## config.mk

```make
export PLATFORM = sky130hd
export DESIGN_NAME = ppt_controller
export DESIGN_NICKNAME = d
export VERILOG_FILES = /design/src/rtl/ppt_controller.sv
export SDC_FILE = /design/constraint.sdc
export NUM_CORES = 1
export LEC_CHECK = 0
export ABC_CLOCK_PERIOD_IN_PS = 3800
export BUFFER_PORTS_ARGS = -buffer_cell sky130_fd_sc_hd__buf_2
export CAP_MARGIN = 20
export CORE_ASPECT_RATIO = 0.6
export CORE_MARGIN = 3
export CORE_UTILIZATION = 56
export DETAILED_ROUTE_END_ITERATION = 16
export GPL_TIMING_DRIVEN = 1
export PLACE_DENSITY = 0.75
export RECOVER_POWER = 25
export SYNTH_ARGS = -nofsm -noshare
export SYNTH_HDL_FRONTEND = slang
export SYNTH_SLANG_ARGS = --single-unit
```

## constraint.sdc

```tcl
create_clock -name clk -period 3.8 [get_ports clk]
set_clock_uncertainty 0.2 [all_clocks]
set_input_delay 0.76 -clock clk [delete_from_list [all_inputs] [get_ports clk]]
set_output_delay 0.76 -clock clk [all_outputs]
set_load 0.05 [all_outputs]
```

## src/rtl/ppt_controller.sv

```systemverilog
// PPT pulse-train generator: shadows the burst config on start; fire rises one cycle after run_ppt is seen high.
// No backpressure; run_ppt low aborts a burst at the next edge and a tick in that cycle is ignored.
module ppt_controller (
  input  logic        clk,
  input  logic        rstn,
  input  logic [4:0]  clk_div,
  input  logic [15:0] period,
  input  logic [15:0] width,
  input  logic [15:0] count,
  input  logic        run_ppt,
  output logic        ppt_fire,
  output logic [15:0] count_done,
  output logic        done,
  output logic        busy
);

  typedef enum logic [1:0] {
    S_IDLE = 2'd0,
    S_RUN  = 2'd1,
    S_DONE = 2'd2
  } state_t;

  state_t      state_q, state_d;

  // Shadow copies hold the effective (clamped) burst config for the whole burst
  logic [4:0]  div_q,     div_d;
  logic [15:0] per_eff_q, per_eff_d;
  logic [15:0] wid_eff_q, wid_eff_d;
  logic [15:0] cnt_q,     cnt_d;

  logic [31:0] presc_q,   presc_d;
  logic [15:0] tick_q,    tick_d;
  logic        fire_q,    fire_d;
  logic [15:0] cd_q,      cd_d;
  logic        done_q,    done_d;
  logic        busy_q,    busy_d;

  logic [15:0] in_per_eff;
  logic [15:0] in_wid_eff;
  logic [31:0] presc_term;
  logic        tick;
  logic [15:0] tick_inc;
  logic        width_hit;
  logic        period_end;
  logic [15:0] cd_inc;
  logic        last_period;

  assign in_per_eff  = (period < 16'd2) ? 16'd2 : period;
  assign in_wid_eff  = (width >= in_per_eff) ? (in_per_eff - 16'd1) : width;

  // 33-bit shift keeps clk_div=31 well defined (terminal = 2^32-1)
  assign presc_term  = 32'((33'd2 << div_q) - 33'd1);
  assign tick        = (presc_q == presc_term);
  assign tick_inc    = tick_q + 16'd1;
  assign width_hit   = (tick_inc == wid_eff_q);
  assign period_end  = (tick_inc == per_eff_q);
  assign cd_inc      = cd_q + 16'd1;
  assign last_period = (cnt_q != 16'd0) && (cd_inc == cnt_q);

  always_ff @(posedge clk or negedge rstn) begin
    if (!rstn) begin
      state_q <= S_IDLE;
    end else begin
      state_q <= state_d;
    end
  end

  always_comb begin
    state_d = state_q;
    case (state_q)
      S_IDLE: begin
        if (run_ppt) begin
          state_d = S_RUN;
        end
      end
      S_RUN: begin
        if (!run_ppt) begin
          state_d = S_IDLE;
        end else if (tick && period_end && last_period) begin
          state_d = S_DONE;
        end
      end
      S_DONE: begin
        if (!run_ppt) begin
          state_d = S_IDLE;
        end
      end
      default: state_d = S_IDLE;
    endcase
  end

  always_comb begin
    div_d     = div_q;
    per_eff_d = per_eff_q;
    wid_eff_d = wid_eff_q;
    cnt_d     = cnt_q;
    presc_d   = presc_q;
    tick_d    = tick_q;
    fire_d    = fire_q;
    cd_d      = cd_q;
    done_d    = done_q;
    case (state_q)
      S_IDLE: begin
        if (run_ppt) begin
          div_d     = clk_div;
          per_eff_d = in_per_eff;
          wid_eff_d = in_wid_eff;
          cnt_d     = count;
          presc_d   = 32'd0;
          tick_d    = 16'd0;
          cd_d      = 16'd0;
          done_d    = 1'b0;
          fire_d    = (in_wid_eff != 16'd0);
        end
      end
      S_RUN: begin
        if (!run_ppt) begin
          fire_d = 1'b0;
        end else begin
          presc_d = tick ? 32'd0 : (presc_q + 32'd1);
          if (tick) begin
            if (width_hit) begin
              fire_d = 1'b0;
            end
            if (period_end) begin
              cd_d = cd_inc;
              if (last_period) begin
                done_d = 1'b1;
                fire_d = 1'b0;
              end else begin
                // Next pulse starts on the same edge: no dead cycle between periods
                tick_d = 16'd0;
                fire_d = (wid_eff_q != 16'd0);
              end
            end else begin
              tick_d = tick_inc;
            end
          end
        end
      end
      default: begin
        fire_d = 1'b0;
      end
    endcase
    busy_d = (state_d == S_RUN);
  end

  always_ff @(posedge clk or negedge rstn) begin
    if (!rstn) begin
      div_q     <= 5'd0;
      per_eff_q <= 16'd2;
      wid_eff_q <= 16'd0;
      cnt_q     <= 16'd0;
      presc_q   <= 32'd0;
      tick_q    <= 16'd0;
      fire_q    <= 1'b0;
      cd_q      <= 16'd0;
      done_q    <= 1'b0;
      busy_q    <= 1'b0;
    end else begin
      div_q     <= div_d;
      per_eff_q <= per_eff_d;
      wid_eff_q <= wid_eff_d;
      cnt_q     <= cnt_d;
      presc_q   <= presc_d;
      tick_q    <= tick_d;
      fire_q    <= fire_d;
      cd_q      <= cd_d;
      done_q    <= done_d;
      busy_q    <= busy_d;
    end
  end

  assign ppt_fire   = fire_q;
  assign count_done = cd_q;
  assign done       = done_q;
  assign busy       = busy_q;

endmodule

```

; ---- Word-level counts from Yosys, hierarchy flattened
; Cells that the tools add are included.
[word_totals]
output_inout_bits = 19
in_bits = 56
wordCells = 82
ff_bits = 122
[op_classes]
n_reduce_logical = 14
shifts = 1
muxes = 34
n_eq_ne = 15
n_lt_le_gt_ge = 2
addsub = 5
[op_table]
columns = operator, n
row1 = 16-bit 2-to-1 mux, 10
row2 = 32-bit 2-to-1 mux, 3
row3 = 16-bit case mux with 2 select lines, 2
row4 = 32-bit case mux with 2 select lines, 1
row5 = 16-bit equality test, 3
row6 = 16-bit nonzero test, 3
row7 = "16-bit by 1-bit adder with 16-bit output, second input constant", 2
row8 = "32-bit by 1-bit adder with 32-bit output, second input constant", 1
row9 = 32-bit equality test, 1
row10 = "2-bit by 5-bit left shift with 32-bit output, first input constant", 1
row11 = "32-bit by 1-bit subtractor with 32-bit output, second input constant", 1
row12 = 16-bit greater-or-equal comparator, 1
row13 = "16-bit by 2-bit < comparator with 1-bit output, second input constant", 1
row14 = "16-bit by 1-bit subtractor with 16-bit output, second input constant", 1
row15 = 1-bit 2-to-1 mux, 11
row16 = "2-bit inequality test, second input constant", 5
row17 = 5-bit AND reduction, 2
row18 = 2-bit 2-to-1 mux, 4
row19 = "3-bit inequality test, second input constant", 2
row20 = 2-bit case mux with 3 select lines, 1
row21 = 3-bit AND reduction, 2
row22 = 6-bit AND reduction, 1
row23 = "2-bit by 1-bit equality test with 1-bit output, second input constant", 2
row24 = "4-bit inequality test, second input constant", 1
row25 = 6 further kinds, 9

; ---- Depth between registers and ports, before layout
[logic_depth]
depth_word = 9
ltp_mapped = 17
depth_no_buf = 14

; ---- Worst setup path before layout
; No wires, ideal clock.
[synth_timing]
path_kind = input port to flip-flop
startpoint = in period[4]
endpoint = reg fire_q, in the netlist ppt_fire
t_required_ns = 3.506
n_path_buf = 1
t_arrival_ns = 4.133
setup_ns = 0.094
slack_ns = -0.627
path_stages = 15
path_cell_list = clkbuf_1 > or4_1 > nor4_1 > a21bo_2 > inv_1 > ha_1 > nor2_1 > a21oi_1 > o41a_1 > o21ai_0 > nand2_1 > and3_1 > o21ai_1 > o32ai_1 > a211oi_1
[synth_via]
elab_chain_len = 7
elab_cells_between_ends = 8
cone_classes = add/sub (1) / order compare (2) / mux (4) / reduce/logical (1)
[synth_rtl]
columns = item, line_no
row1 = start: declaration, 7  ; input logic [15:0] period,
row2 = 16-bit by 2-bit < comparator with 1-bit output (*), 48  ; assign in_per_eff = (period < 16'd2) ? 16'd2 : period;
row3 = 16-bit 2-to-1 mux (*), 48
row4 = net in_per_eff[0], 38  ; logic [15:0] in_per_eff;
row5 = 16-bit by 1-bit subtractor with 16-bit output or 16-bit greater-or-equal comparator (tied branches), 49  ; assign in_wid_eff = (width >= in_per_eff) ? (in_per_eff - 16'd1) : width;
row6 = 16-bit 2-to-1 mux (*), 49
row7 = 16-bit nonzero test (*), 113  ; fire_d = (in_wid_eff != 16'd0);
row8 = 1-bit 2-to-1 mux (*), 104  ; if (run_ppt) begin
row9 = 1-bit case mux with 2 select lines (*), 102  ; case (state_q)
row10 = end signal: assignment, 167  ; fire_q <= fire_d;
row11 = end: declaration, 33  ; logic fire_q, fire_d;
; Mark *: on every way through the listed nets, which the timed path passes. The rest lies on a longest branch. The select of a mux whose other input is x is not followed.
; A chain may end at the register's enable or synchronous reset.

; ---- Worst setup path after layout
[layout_timing]
startpoint = in period[3]
endpoint = reg fire_q, in the netlist ppt_fire
; Same word-level chain as after synthesis.

==> metrics list <==
- The flow ran to the end, but the final reports show violations.
- The final reports fail on capacitance limit, slew limit.
* Number of enable-type register cells in the synthesized netlist: 0
- For the final routed database, the setup TNS stands at 0 ns.
- Maximum clock insertion buffer count: 2
- Data arrives at the worst endpoint at 3.79 ns.
- Most frequent cells after synthesis: nand2_1, dfrtp_1, o21ai_0, xnor2_1, nor2_1
- Minimum clock period: 3.661 ns
* Crit. End Element: flop
- For this configuration, the core starts out at a cell density of 0.5907.
- Pin placement for this block handled 75 I/O pins.
- Of the cells placed in the final design, the portion with a size suffix greater than 1 is 0.1808.
- In this run the power density over the cells is 357.5 mW/mm^2.
- Static power due to leakage: 4.737 nW
- Proportion of register bits with asynchronous set or reset after synthesis: 1.000
* Number of distinct library cells after synthesis: 85
- Primary flip-flop cell chosen by synthesis mapping: dfrtp_1
- The first global-routing pass estimated 46810 um of wire.
* Largest net degree at the start of global routing: 61
- Worst slack, placed: -0.1758 ns
- Register bit count reported by yosys: 122
- Setup Viol. Count Final: 0
* Number of buffers inserted by post-CTS setup repair: 0
- P&R area growth vs syn: 17.02%
* Mapped Cells: 1163
* Post-synthesis cell type with the largest combined area: dfrtp_1
- The synthesized netlist occupies a cell area of 0.009339 sq mm.
- Site Rows: 35
* Max Freq: 0.2731 GHz
* Number of endpoints with negative hold slack in the final report: 0
- Half-perimeter wire length of the detailed placement result: 21140 um
* Smallest hold slack: 0.2969 ns
* Max cap viols: 1
- In this run the worst path has a maximum fanout of 3.
- The critical path in this run is classified as input port to flop.
- For this run, the register share of the synthesized area comes to 0.3270.
- Final routed wire length divided by cell count: 19.19 um
- Clock tree synthesis selected as its root buffer the cell clkbuf_16.
- DRC violation count after routing: 0
- The net count of the finished layout is 1336.
* Worst-Skew Late Latency: 0.42 ns
* Required time of the worst setup path: 3.93 ns
* Syn Nets: 1240
- The congestion estimate from routability-driven global placement came to 1.011.
- Avg Synthesized Cell Area: 8.030 sq um
- The die is 106.0 um tall.
- IR analysis of the VDD net gives a maximum drop of 312.6 uV.
- Tot GR Track Use: 0.3135
* Number of vias after detailed routing: 9401
- The Yosys step of the flow raised 0 warnings.
- Hold repair after CTS inserted 0 buffers.
- At the pin with the least slew margin, the transition time is 2.577 ns.
* Area share of the largest cell type after synthesis: 0.3242
- In this run the remaining antenna-violating nets after routing total 0.
- Layout Cells excl Fill: 1494
- Worst relative slew slack: -0.7182
- Core Region: 0.01581 sq mm
- Period Utilization, post-route: 0.9634
* Total global routing overflow: 0
- Setup repair after global routing could not meet its margin everywhere.
- Wires add up to 28670 um.
- The repair_antennas step left the layout with diodes totalling 0.
- Clock tree sinks: 122
- TritonCTS built the clock tree.
- The min-delay analysis places its worst path in the category flop to flop.
- Antenna violations before repair: 0
* Clock H-tree levels: 4
* Cell Count Post-Placement: 1461
* Crit start category: input port
- After the first detailed-routing iteration, the DRC count stood at 1038.
- Port buffering added 74 buffers.
* Via density per instance: 6.293
- Num CTS Buffers: 17
* Drt pass-1 iters: 6
- After clock tree synthesis, the clock-pin slew on the worst setup and hold paths is 0.06 ns.
- Largest cells by area after synthesis: dfrtp_1, xnor2_1, nand2_1
* Final number of max-transition violations: 46
- Final setup slack of the worst path: 0.1390 ns
- The via count of the first global-routing pass was 8709.
- The floorplan step set the die width to 172.7 um.
* Total Die Area: 0.01831 sq mm
- Among all cell types in the netlist, the one instantiated most often is nand2_1.
-- kinds of logic (layout without fill, tap and decap cells) --
family | after synthesis | in the layout | share of synthesized area
adder cells (fa/ha/maj) | 21 | 21 | 0.02813
XOR/XNOR | 110 | 110 | 0.1062
multiplexers | 15 | 15 | 0.01634
flip-flops | 122 | 122 | 0.3270
AND/OR/NAND/NOR | 503 | 503 | 0.2804
AO/OA/AOI/OAI | 279 | 279 | 0.1900
buffers and inverters | 113 | 222 | 0.05185
-- power by group --
part | switching [mW] | total, mW | internal, mW
logic | 0.531 | 0.892 | 0.361
clock network | 0.607 | 1.50 | 0.888
registers | 0.125 | 1.52 | 1.39
total | 1.26 | 3.91 | 2.64
-- layout make-up --
class / count / area, sq um
clock buffer: 22 / 444.2
clock inverter: 10 / 77.57
fill: 1330 / 4881
inverter: 31 / 116.4
multi-input combinational: 928 / 5914
sequential: 122 / 3054
tap: 222 / 277.8
timing repair buffer: 159 / 1044
-- timing repair --
item,CTS,global route
setup endpoints to repair,0,28
resized for setup,0,13
hold endpoints to repair,0,0
-- layout by cell type (no fill, tap or decap), types with 13 or more instances in the layout --
cell type	n
a21oi_1	37
a31oi_1	27
and3_1	27
buf_2	73
buf_4	80
clkbuf_16	17
dfrtp_1	121
ha_1	21
inv_1	29
mux2i_1	13
nand2_1	162
nand3_1	41
nand4_1	30
nor2_1	69
nor3_1	35
nor4_1	28
o21ai_0	105
or3_1	15
xnor2_1	74
xor2_1	34
-- registers in the layout, indices dropped and copies added (netlist names) --
signal / cells
count_done: 16
done: 1
busy: 1
presc_q: 32
tick_q: 16
state_q: 2
wid_eff_q: 16
cnt_q: 16
per_eff_q: 16
ppt_fire: 1
div_q: 5
-- metrics by stage --
stage          power (mW)  cell area, sq um    util
2_1_floorplan       2.085              9392       -
3_3_place_gp        2.371             10330  0.6537
3_5_place_dp        2.387             10330  0.6537
4_1_cts             3.875             10860  0.6867
5_1_grt             4.070             10930  0.6913
6_report            3.907             10930  0.6913
-- metal layers --
layer	track usage	routed length [um]	vias up
met4	0.06012	256	0
met1	0.4873	13480	4450
met3	0.07459	3059	32
met5	0	0	-
li1	-	-	4417
met2	0.4404	11880	502
-- path summary, 6_finish.rpt --
check,startpoint,to,slack [ns],cells past startpoint
worst max-delay path,period[3],ppt_fire,0.14,15
worst min-delay path,per_eff_q[1],per_eff_q[1],0.30,2
worst max register to register,div_q[2],ppt_fire,0.15,14
worst min register to register,per_eff_q[1],per_eff_q[1],0.30,2
max in group asynchronous,rstn,per_eff_q[4],0.99,1
min in group asynchronous,rstn,presc_q[21],0.94,1
-- worst max-delay path: stages --
cell and delay [ns]:
buf_2 0.10, or4_4 0.56, nor4_4 0.30, a21bo_2 0.20, inv_1 0.06, ha_1 0.26, nor2_1 0.08, a21oi_1 0.07
o41a_1 0.36, o21ai_2 0.25, a21oi_1 0.10, nand3b_1 0.21, o21ai_2 0.12, o32ai_2 0.11, a211oi_2 0.25
No activity file was read; power rests on OpenSTA's default activity.
